File: src/rtl/rggen_bit_field_access_driver.sv
`default_nettype none
// ============================================================================
// Module   : rggen_bit_field_access_driver
// Brief    : Turns one host register request into one bit-field access and
//            returns a single response with status (OKAY/SLVERR/TIMEOUT).
// Revision : 1.0 - initial release
// ============================================================================
module rggen_bit_field_access_driver #(
    parameter int ADDRESS_WIDTH = 8,
    parameter int DATA_WIDTH    = 32,
    parameter int TIMEOUT       = 16
) (
    input  logic                      i_clk,
    input  logic                      i_rst_n,
    input  logic                      i_req_valid,
    output logic                      o_req_ready,
    input  logic                      i_req_write,
    input  logic [ADDRESS_WIDTH-1:0]  i_req_address,
    input  logic [DATA_WIDTH-1:0]     i_req_write_data,
    input  logic [DATA_WIDTH/8-1:0]   i_req_strobe,
    output logic                      o_field_valid,
    output logic                      o_field_write,
    output logic [ADDRESS_WIDTH-1:0]  o_field_address,
    output logic [DATA_WIDTH-1:0]     o_field_write_data,
    output logic [DATA_WIDTH-1:0]     o_field_write_mask,
    input  logic                      i_field_ready,
    input  logic                      i_field_error,
    input  logic [DATA_WIDTH-1:0]     i_field_read_data,
    output logic                      o_rsp_valid,
    input  logic                      i_rsp_ready,
    output logic [1:0]                o_rsp_status,
    output logic [DATA_WIDTH-1:0]     o_rsp_read_data
);

    localparam int C_STRB_W = DATA_WIDTH / 8;
    localparam int C_CNT_W  = ($clog2(TIMEOUT + 1) < 1) ? 1 : $clog2(TIMEOUT + 1);
    localparam logic [C_CNT_W-1:0] C_CNT_LAST = C_CNT_W'((TIMEOUT > 0) ? TIMEOUT - 1 : 0);
    localparam logic [C_CNT_W-1:0] C_CNT_MAX  = {C_CNT_W{1'b1}};
    localparam logic [1:0] C_STS_OKAY    = 2'b00;
    localparam logic [1:0] C_STS_SLVERR  = 2'b10;
    localparam logic [1:0] C_STS_TIMEOUT = 2'b11;

    typedef enum logic [1:0] {
        ST_IDLE     = 2'd0,
        ST_ACCESS   = 2'd1,
        ST_RESPONSE = 2'd2
    } state_e;

    state_e                     r_state;
    state_e                     w_state_next;
    logic                       r_req_ready;
    logic                       r_field_valid;
    logic                       r_rsp_valid;
    logic                       r_field_write;
    logic [ADDRESS_WIDTH-1:0]   r_field_address;
    logic [DATA_WIDTH-1:0]      r_field_write_data;
    logic [DATA_WIDTH-1:0]      r_field_write_mask;
    logic [1:0]                 r_rsp_status;
    logic [DATA_WIDTH-1:0]      r_rsp_read_data;
    logic [C_CNT_W-1:0]         r_count;
    logic                       w_accept;
    logic                       w_complete;
    logic                       w_timeout;
    logic [DATA_WIDTH-1:0]      w_strobe_mask;

    // Byte strobes widened to a per-bit mask
    for (genvar g = 0; g < C_STRB_W; g++) begin : g_mask
        assign w_strobe_mask[8*g +: 8] = {8{i_req_strobe[g]}};
    end

    if (TIMEOUT > 0) begin : g_timeout_en
        assign w_timeout = (r_state == ST_ACCESS) && !i_field_ready && (r_count == C_CNT_LAST);
    end else begin : g_timeout_dis
        assign w_timeout = 1'b0;
    end

    assign w_accept   = (r_state == ST_IDLE) && i_req_valid;
    assign w_complete = (r_state == ST_ACCESS) && i_field_ready;

    always_comb begin
        w_state_next = r_state;
        case (r_state)
            ST_IDLE:     if (w_accept) w_state_next = ST_ACCESS;
            ST_ACCESS:   if (w_complete || w_timeout) w_state_next = ST_RESPONSE;
            ST_RESPONSE: if (i_rsp_ready) w_state_next = ST_IDLE;
            default:     w_state_next = ST_IDLE;
        endcase
    end

    // Handshake flags are registered from the next state so every output is a flop
    always_ff @(posedge i_clk or negedge i_rst_n) begin
        if (!i_rst_n) begin
            r_state       <= ST_IDLE;
            r_req_ready   <= 1'b1;
            r_field_valid <= 1'b0;
            r_rsp_valid   <= 1'b0;
        end else begin
            r_state       <= w_state_next;
            r_req_ready   <= (w_state_next == ST_IDLE);
            r_field_valid <= (w_state_next == ST_ACCESS);
            r_rsp_valid   <= (w_state_next == ST_RESPONSE);
        end
    end

    always_ff @(posedge i_clk or negedge i_rst_n) begin
        if (!i_rst_n) begin
            r_field_write      <= 1'b0;
            r_field_address    <= '0;
            r_field_write_data <= '0;
            r_field_write_mask <= '0;
            r_rsp_status       <= C_STS_OKAY;
            r_rsp_read_data    <= '0;
            r_count            <= '0;
        end else if (w_accept) begin
            r_field_write      <= i_req_write;
            r_field_address    <= i_req_address;
            r_field_write_data <= i_req_write ? i_req_write_data : '0;
            r_field_write_mask <= i_req_write ? w_strobe_mask : '0;
            r_count            <= '0;
        end else if (w_complete) begin
            r_rsp_status    <= i_field_error ? C_STS_SLVERR : C_STS_OKAY;
            r_rsp_read_data <= r_field_write ? '0 : i_field_read_data;
        end else if (w_timeout) begin
            r_rsp_status    <= C_STS_TIMEOUT;
            r_rsp_read_data <= '0;
        end else if ((r_state == ST_ACCESS) && (r_count != C_CNT_MAX)) begin
            r_count <= r_count + C_CNT_W'(1);
        end
    end

    assign o_req_ready        = r_req_ready;
    assign o_field_valid      = r_field_valid;
    assign o_field_write      = r_field_write;
    assign o_field_address    = r_field_address;
    assign o_field_write_data = r_field_write_data;
    assign o_field_write_mask = r_field_write_mask;
    assign o_rsp_valid        = r_rsp_valid;
    assign o_rsp_status       = r_rsp_status;
    assign o_rsp_read_data    = r_rsp_read_data;

endmodule
`default_nettype wire

File: config.mk
export PLATFORM = sky130hd
export DESIGN_NAME = rggen_bit_field_access_driver
export DESIGN_NICKNAME = d
export VERILOG_FILES = /design/src/rtl/rggen_bit_field_access_driver.sv
export SDC_FILE = /design/constraint.sdc
export NUM_CORES = 1
export LEC_CHECK = 0
export BUFFER_PORTS_ARGS = -buffer_cell sky130_fd_sc_hd__buf_4
export CAP_MARGIN = 30
export CORE_UTILIZATION = 29
export CTS_CLUSTER_DIAMETER = 150
export DETAILED_ROUTE_END_ITERATION = 8
export PLACE_DENSITY_LB_ADDON = 0.12
export SYNTH_ARGS = -nofsm -noshare
export SYNTH_HDL_FRONTEND = slang
export SYNTH_SLANG_ARGS = --single-unit
File: constraint.sdc
create_clock -name i_clk -period 2.3 [get_ports i_clk]
set_clock_uncertainty 0.2 [all_clocks]
set_input_delay 0.115 -clock i_clk [delete_from_list [all_inputs] [get_ports i_clk]]
set_output_delay 0.115 -clock i_clk [all_outputs]
set_load 0.01 [all_outputs]
# Word level (Yosys, flattened, before mapping)
# Cells that the tools add are included.
[totals]
input_bits = 83
elab_cells = 50
register_bits = 117
output_inout_bits = 110
[classes]
bitwise_logic = 1
eq_ne = 8
n_reduce_logical = 13
muxes = 16
n_addsub = 1
[op_table]
columns = ["op", "n"]
rows = [
  ["$mux W32", 5],
  ["$mux W5", 4],
  ["$mux W2", 6],
  ["$pmux W2 S3", 1],
  ["$add A5 B1 Y5 const B", 1],
  ["$eq A5 B4 Y1 const B", 1],
  ["$logic_and A1 B1 Y1", 5],
  ["$ne A5 B5 Y1 const B", 1],
  ["$eq A2 B1 Y1 const B", 2],
  ["$eq A2 B2 Y1 const B", 2],
  ["$logic_not A2 Y1", 2],
  ["$ne A2 B2 Y1 const B", 2],
  ["$reduce_bool A2 Y1", 2],
  ["$reduce_and A3 Y1", 1],
  ["$reduce_and A2 Y1", 1],
  ["$logic_not A1 Y1", 1],
  ["$logic_or A1 B1 Y1", 1],
  ["$not A1 Y1", 1],
]

# Longest topological paths before layout
[depth]
word_depth = 7
mapped_depth = 7
depth_no_buf = 6

# Worst setup path before layout
# No wires, ideal clock.
[synth_timing]
path_type = "reg-to-reg"
start = "register r_count[0]"
end = "register r_count[0]"
path_slack_ns = -0.060
stages_incl_launch_ff = 8
t_required_ns = 1.975
setup_ns = 0.125
n_path_buf = 1
arrival_time_ns = 2.035
period_less_slack_ns = 2.360
cell_sequence = "dfrtp_1 ha_1 and3_1 ha_1 or4b_1 buf_2 a21o_1 mux2_2"
[synth_between]
elab_chain_len = 5
word_cells_on_any_way = 12
cone_classes = "1 x add/sub; 3 x eq/ne; 4 x mux; 4 x reduce/logical"
[synth_lines]
columns = ["element", "line_no", "rtl"]
rows = [
  ["start: declaration", "60", "logic [C_CNT_W-1:0] r_count;"],
  ["start signal: assignment", "127", "r_count <= r_count + C_CNT_W'(1);"],
  ["$add A5 B1 Y5", "127", ""],
  ["$mux W5", "126", "end else if ((r_state == ST_ACCESS) && (r_count != C_CNT_MAX)) begin"],
  ["$mux W5", "123", "end else if (w_timeout) begin"],
  ["$mux W5", "120", "end else if (w_complete) begin"],
  ["$mux W5", "114", "end else if (w_accept) begin"],
]
# Parallel ways exist; a longest one is shown, timed or not. The select of a mux whose other input is x is not followed.
# A chain may end at the register's enable or synchronous reset.

# Worst setup path in the final report
[layout_timing]
start = "register r_count[1]"
end = "register r_count[0]"
[layout_between]
elab_chain_len = 4
word_cells_on_any_way = 7
cone_classes = "3 x eq/ne; 4 x reduce/logical"
[layout_lines]
columns = ["element", "line_no"]
rows = [
  ["$eq A5 B4 Y1 or $ne A5 B5 Y1 (tied branches)", "72, 126"],
  ["$logic_and A1 B1 Y1, on equally long branches", "72, 126"],
  ["$ne A2 B2 Y1 (no line) or $reduce_bool A2 Y1 (tied branches)", "--"],
  ["$reduce_and A3 Y1 (no line) *", "--"],
]
# Every way passes the cells marked *; elsewhere a longest branch is shown, timed or not.

==> metrics.md <==
| Metric | Value |
|---|---|
| Status | finished, final reports clean |
| Via Count | 3181 |
| Post-DP HPWL | 6080 um |
| Core area | 0.0121 mm^2 |
| Starting Density | 30.0% |
| Worst Hold Depth | 3 |
| Clock latency on the worst-skew pair | 0.33 ns |
| Final slew viol count | 0 |
| Setup TNS | 0 ns |
| CP required | 2.32 ns |
| Synth cell types | 29 |
| Cell-internal power | 4.87 mW |
| RR Endpoint | r_count[0]$_DFFE_PN0P_ |
| Clock transition at path regs | 0.06 ns |
| Drt drc | 0 |
| Initial DRC Count | 172 |
| Initial antenna violation count | 0 |
| Post-Synthesis Cells | 327 |
| Pleak | 3.10 nW |
| Worst Setup End Kind | flop |
| Fmax | 441 MHz |
| Sequential share of power | 37.1% |
| Clock power frac | 17.6% |
| Hold wc startpoint | i_req_write |
| TritonCTS clock tree | done |
| Avg Inst Size Synth | 11.1 um^2 |
| NumNets Final | 660 |
| Max-Cap Viols | 0 |
| Sequential fraction of the synthesis area | 61.6% |
| Ports | 193 |
| Port bufs | 192 |
| Most frequent cells in the layout | 200 x buf_4, 88 x dfrtp_1, 82 x dlygate4sd3_1 |
| Cell Count, Final, Fillers Out | 747 |
| Place WS | 0.00421 ns |
| Syn Nets | 413 |
| Clock root cell | clkbuf_16 |
| Design Power | 7.38 mW |
| Switching share of power | 34.0% |
| Dpl cells | 647 |
| Clk buf depth | 2 |
| Number of H-tree levels | 3 |
| Fillcell total | 1078 |
| CTS buffer count | 9 |
| Logic pwr share | 45.3% |
| Worst reg-to-reg path cell count | 6 |
| CP max FO | 4 |
| Final setup fails | 0 |
| Hold Path Sink | o_field_write_data[11]$_DFFE_PN0P_ |
| FF+latch count, synth | 89 |
| Global-route wire length before repair | 15300 um |
| DR vias/cell | 4.26 |
| Final Hold Violating Endpoints | 0 |
| Final min period | 2.27 ns |
| RSZ-0062 raised after global routing | yes |
| GP Congestion | 0.701 |
| Critical path arrival | 2.29 ns |
| CTS sink count | 89 |
| Most common cell after layout, fill and taps aside | buf_4 |
| Die height | 114 um |
| Vias in the first global route | 3082 |
| Flop-to-flop setup slack | 0.03 ns |
| Period utilization | 98.6% |
| Die width | 114 um |
| Post-route cell area | 0.00620 mm^2 |
| Tightest Hold Check Type | in2reg |
| Core Util, Final | 51.4% |
| Routed Wire Length | 9950 um |
| Warnings from Yosys | 0 |
| DP Area | 0.00509 mm^2 |
| Final hold slack | 0.0227 ns |
| Max incr delay on CP | 0.56 ns |
| P_sw | 2.51 mW |
| Grt total ovfl | 0 |
| Drt wl/cell | 13.3 um |
| Die area | 0.0129 mm^2 |
| Share of layout cells above drive strength 1 | 40.2% |
| Worst r2r src | r_count[1]$_DFFE_PN0P_ |
| Worst vdd ir | 0.405 mV |
| Slew @ Worst Pin | 0.446 ns |
| Slowest CP cell | or4b_4 |
| N_diodes | 0 |
| Setup ws final | 0.0321 ns |
| Relative slew margins | 70.2% |
| Worst-path cell chain | ha_2, and3_4, ha_4, or4b_4, a21o_1, mux2_4 |
| Drt first pass iters | 4 |
| Final ANT Viol Nets | 0 |
| Synth-to-layout area growth | 71.5% |
| PwrDens | 1190 mW/mm^2 |
| Synth Cell Area | 0.00361 mm^2 |
| Largest net degree at the start of global routing | 84 |
| Total GRT Usage | 15.4% |
| WS Path Type | reg2reg |
| Setup crit start kind | flop |
| Row count | 40 |
==> worst max-delay path: cells and delay by family, from the launching register on <==
family	cells	cell delay (ns)
AND/OR/NAND/NOR	2	0.75
flip-flops	1	0.40
adder cells (fa/ha/maj)	2	0.34
multiplexers	1	0.26
AO/OA/AOI/OAI	1	0.20
==> worst max path at each step <==
stage	from	endpoint	slack [ns]	depth (start not counted)
after global routing	r_count[1]$_DFFE_PN0P_	r_count[3]$_DFFE_PN0P_	-0.02	6
after global placement	r_count[1]$_DFFE_PN0P_	r_count[3]$_DFFE_PN0P_	0.05	6
after floorplan	r_count[0]$_DFFE_PN0P_	r_count[0]$_DFFE_PN0P_	0.01	7
after CTS	r_count[1]$_DFFE_PN0P_	r_count[3]$_DFFE_PN0P_	0.03	6
final	r_count[1]$_DFFE_PN0P_	r_count[0]$_DFFE_PN0P_	0.03	6
after detailed placement	r_count[1]$_DFFE_PN0P_	r_count[3]$_DFFE_PN0P_	0.004	6
==> timing repair <==
item / 4_1_cts / 5_1_grt
hold buffers: 82 / 0
pin swaps: 0 / 5
gates resized for setup: 1 / 4
endpoints found under the hold margin: 171 / 0
setup endpoints to repair: 2 / 3
buffers inserted: 0 / 2
==> cells by family after synthesis <==
logic type | count (synthesis) | share of synthesized area [%]
mux | 11 | 3.39
buf+inv | 51 | 8.51
flops | 89 | 61.6
simple gates | 93 | 10.6
compound gates | 80 | 14.8
fa+ha+maj | 3 | 1.04
==> Yosys cell counts <==
cell type | count | area, um^2
or3_1 | 1 | 6.26
buf_6 | 1 | 11.3
a22o_1 | 33 | 289
o21ai_1 | 1 | 5.00
or3b_2 | 1 | 8.76
o21ai_0 | 37 | 185
ha_1 | 3 | 37.5
buf_4 | 28 | 210
a21o_1 | 2 | 15.0
mux2i_1 | 1 | 10.0
dfrtp_1 | 88 | 2200
nand2b_1 | 1 | 6.26
nor2_1 | 6 | 22.5
nand3b_1 | 1 | 7.51
inv_1 | 2 | 7.51
nand4b_1 | 1 | 8.76
and3_1 | 1 | 6.26
nor2b_1 | 1 | 6.26
dfstp_2 | 1 | 26.3
nor3_1 | 1 | 5.00
a21oi_1 | 5 | 25.0
o21a_1 | 1 | 7.51
buf_2 | 3 | 15.0
nand2_1 | 77 | 289
mux2_2 | 10 | 113
nor3b_1 | 1 | 7.51
clkbuf_1 | 17 | 63.8
or4b_1 | 1 | 10.0
a21boi_1 | 1 | 7.51
==> layout make-up <==
type	instances	area, um^2	share of cell area, %
Clock buffer	15	248	4.00
Multi-Input combinational cell	187	1120	18.1
Inverter	2	7.51	0.121
Sequential cell	89	2230	35.9
Clock inverter	1	5.00	0.0807
Tap cell	168	210	3.39
Timing Repair Buffer	285	2380	38.4
==> metal layers <==
layer | part of all wire [%] | track usage (%) | vias up
met3 | 6.8 | 4.41 | 18
met1 | 44 | 19.1 | 1459
met5 | 0 | 0 | -
met2 | 46 | 24.5 | 129
li1 | - | - | 1575
met4 | 2.8 | 7.81 | 0
==> registers in the layout, summed over array words and instances, names as in the netlist <==
signal / count
o_field_write_data: 32
o_rsp_read_data: 32
o_field_address: 8
r_count: 5
o_field_write_mask: 4
o_rsp_status: 2
r_state: 2
o_field_valid: 1
o_field_write: 1
o_req_ready: 1
o_rsp_valid: 1
==> power by group through the flow <==
stage / Combinational (mW) / Clock (mW) / Sequential (mW)
2_1_floorplan: 1.38 / 0 / 3.04
3_3_place_gp: 3.20 / 0 / 2.73
3_5_place_dp: 3.22 / 0 / 2.75
4_1_cts: 3.34 / 1.35 / 2.74
5_1_grt: 3.63 / 1.42 / 2.85
6_report: 3.34 / 1.30 / 2.74
Note: power is estimated with default switching activity, not from simulation.
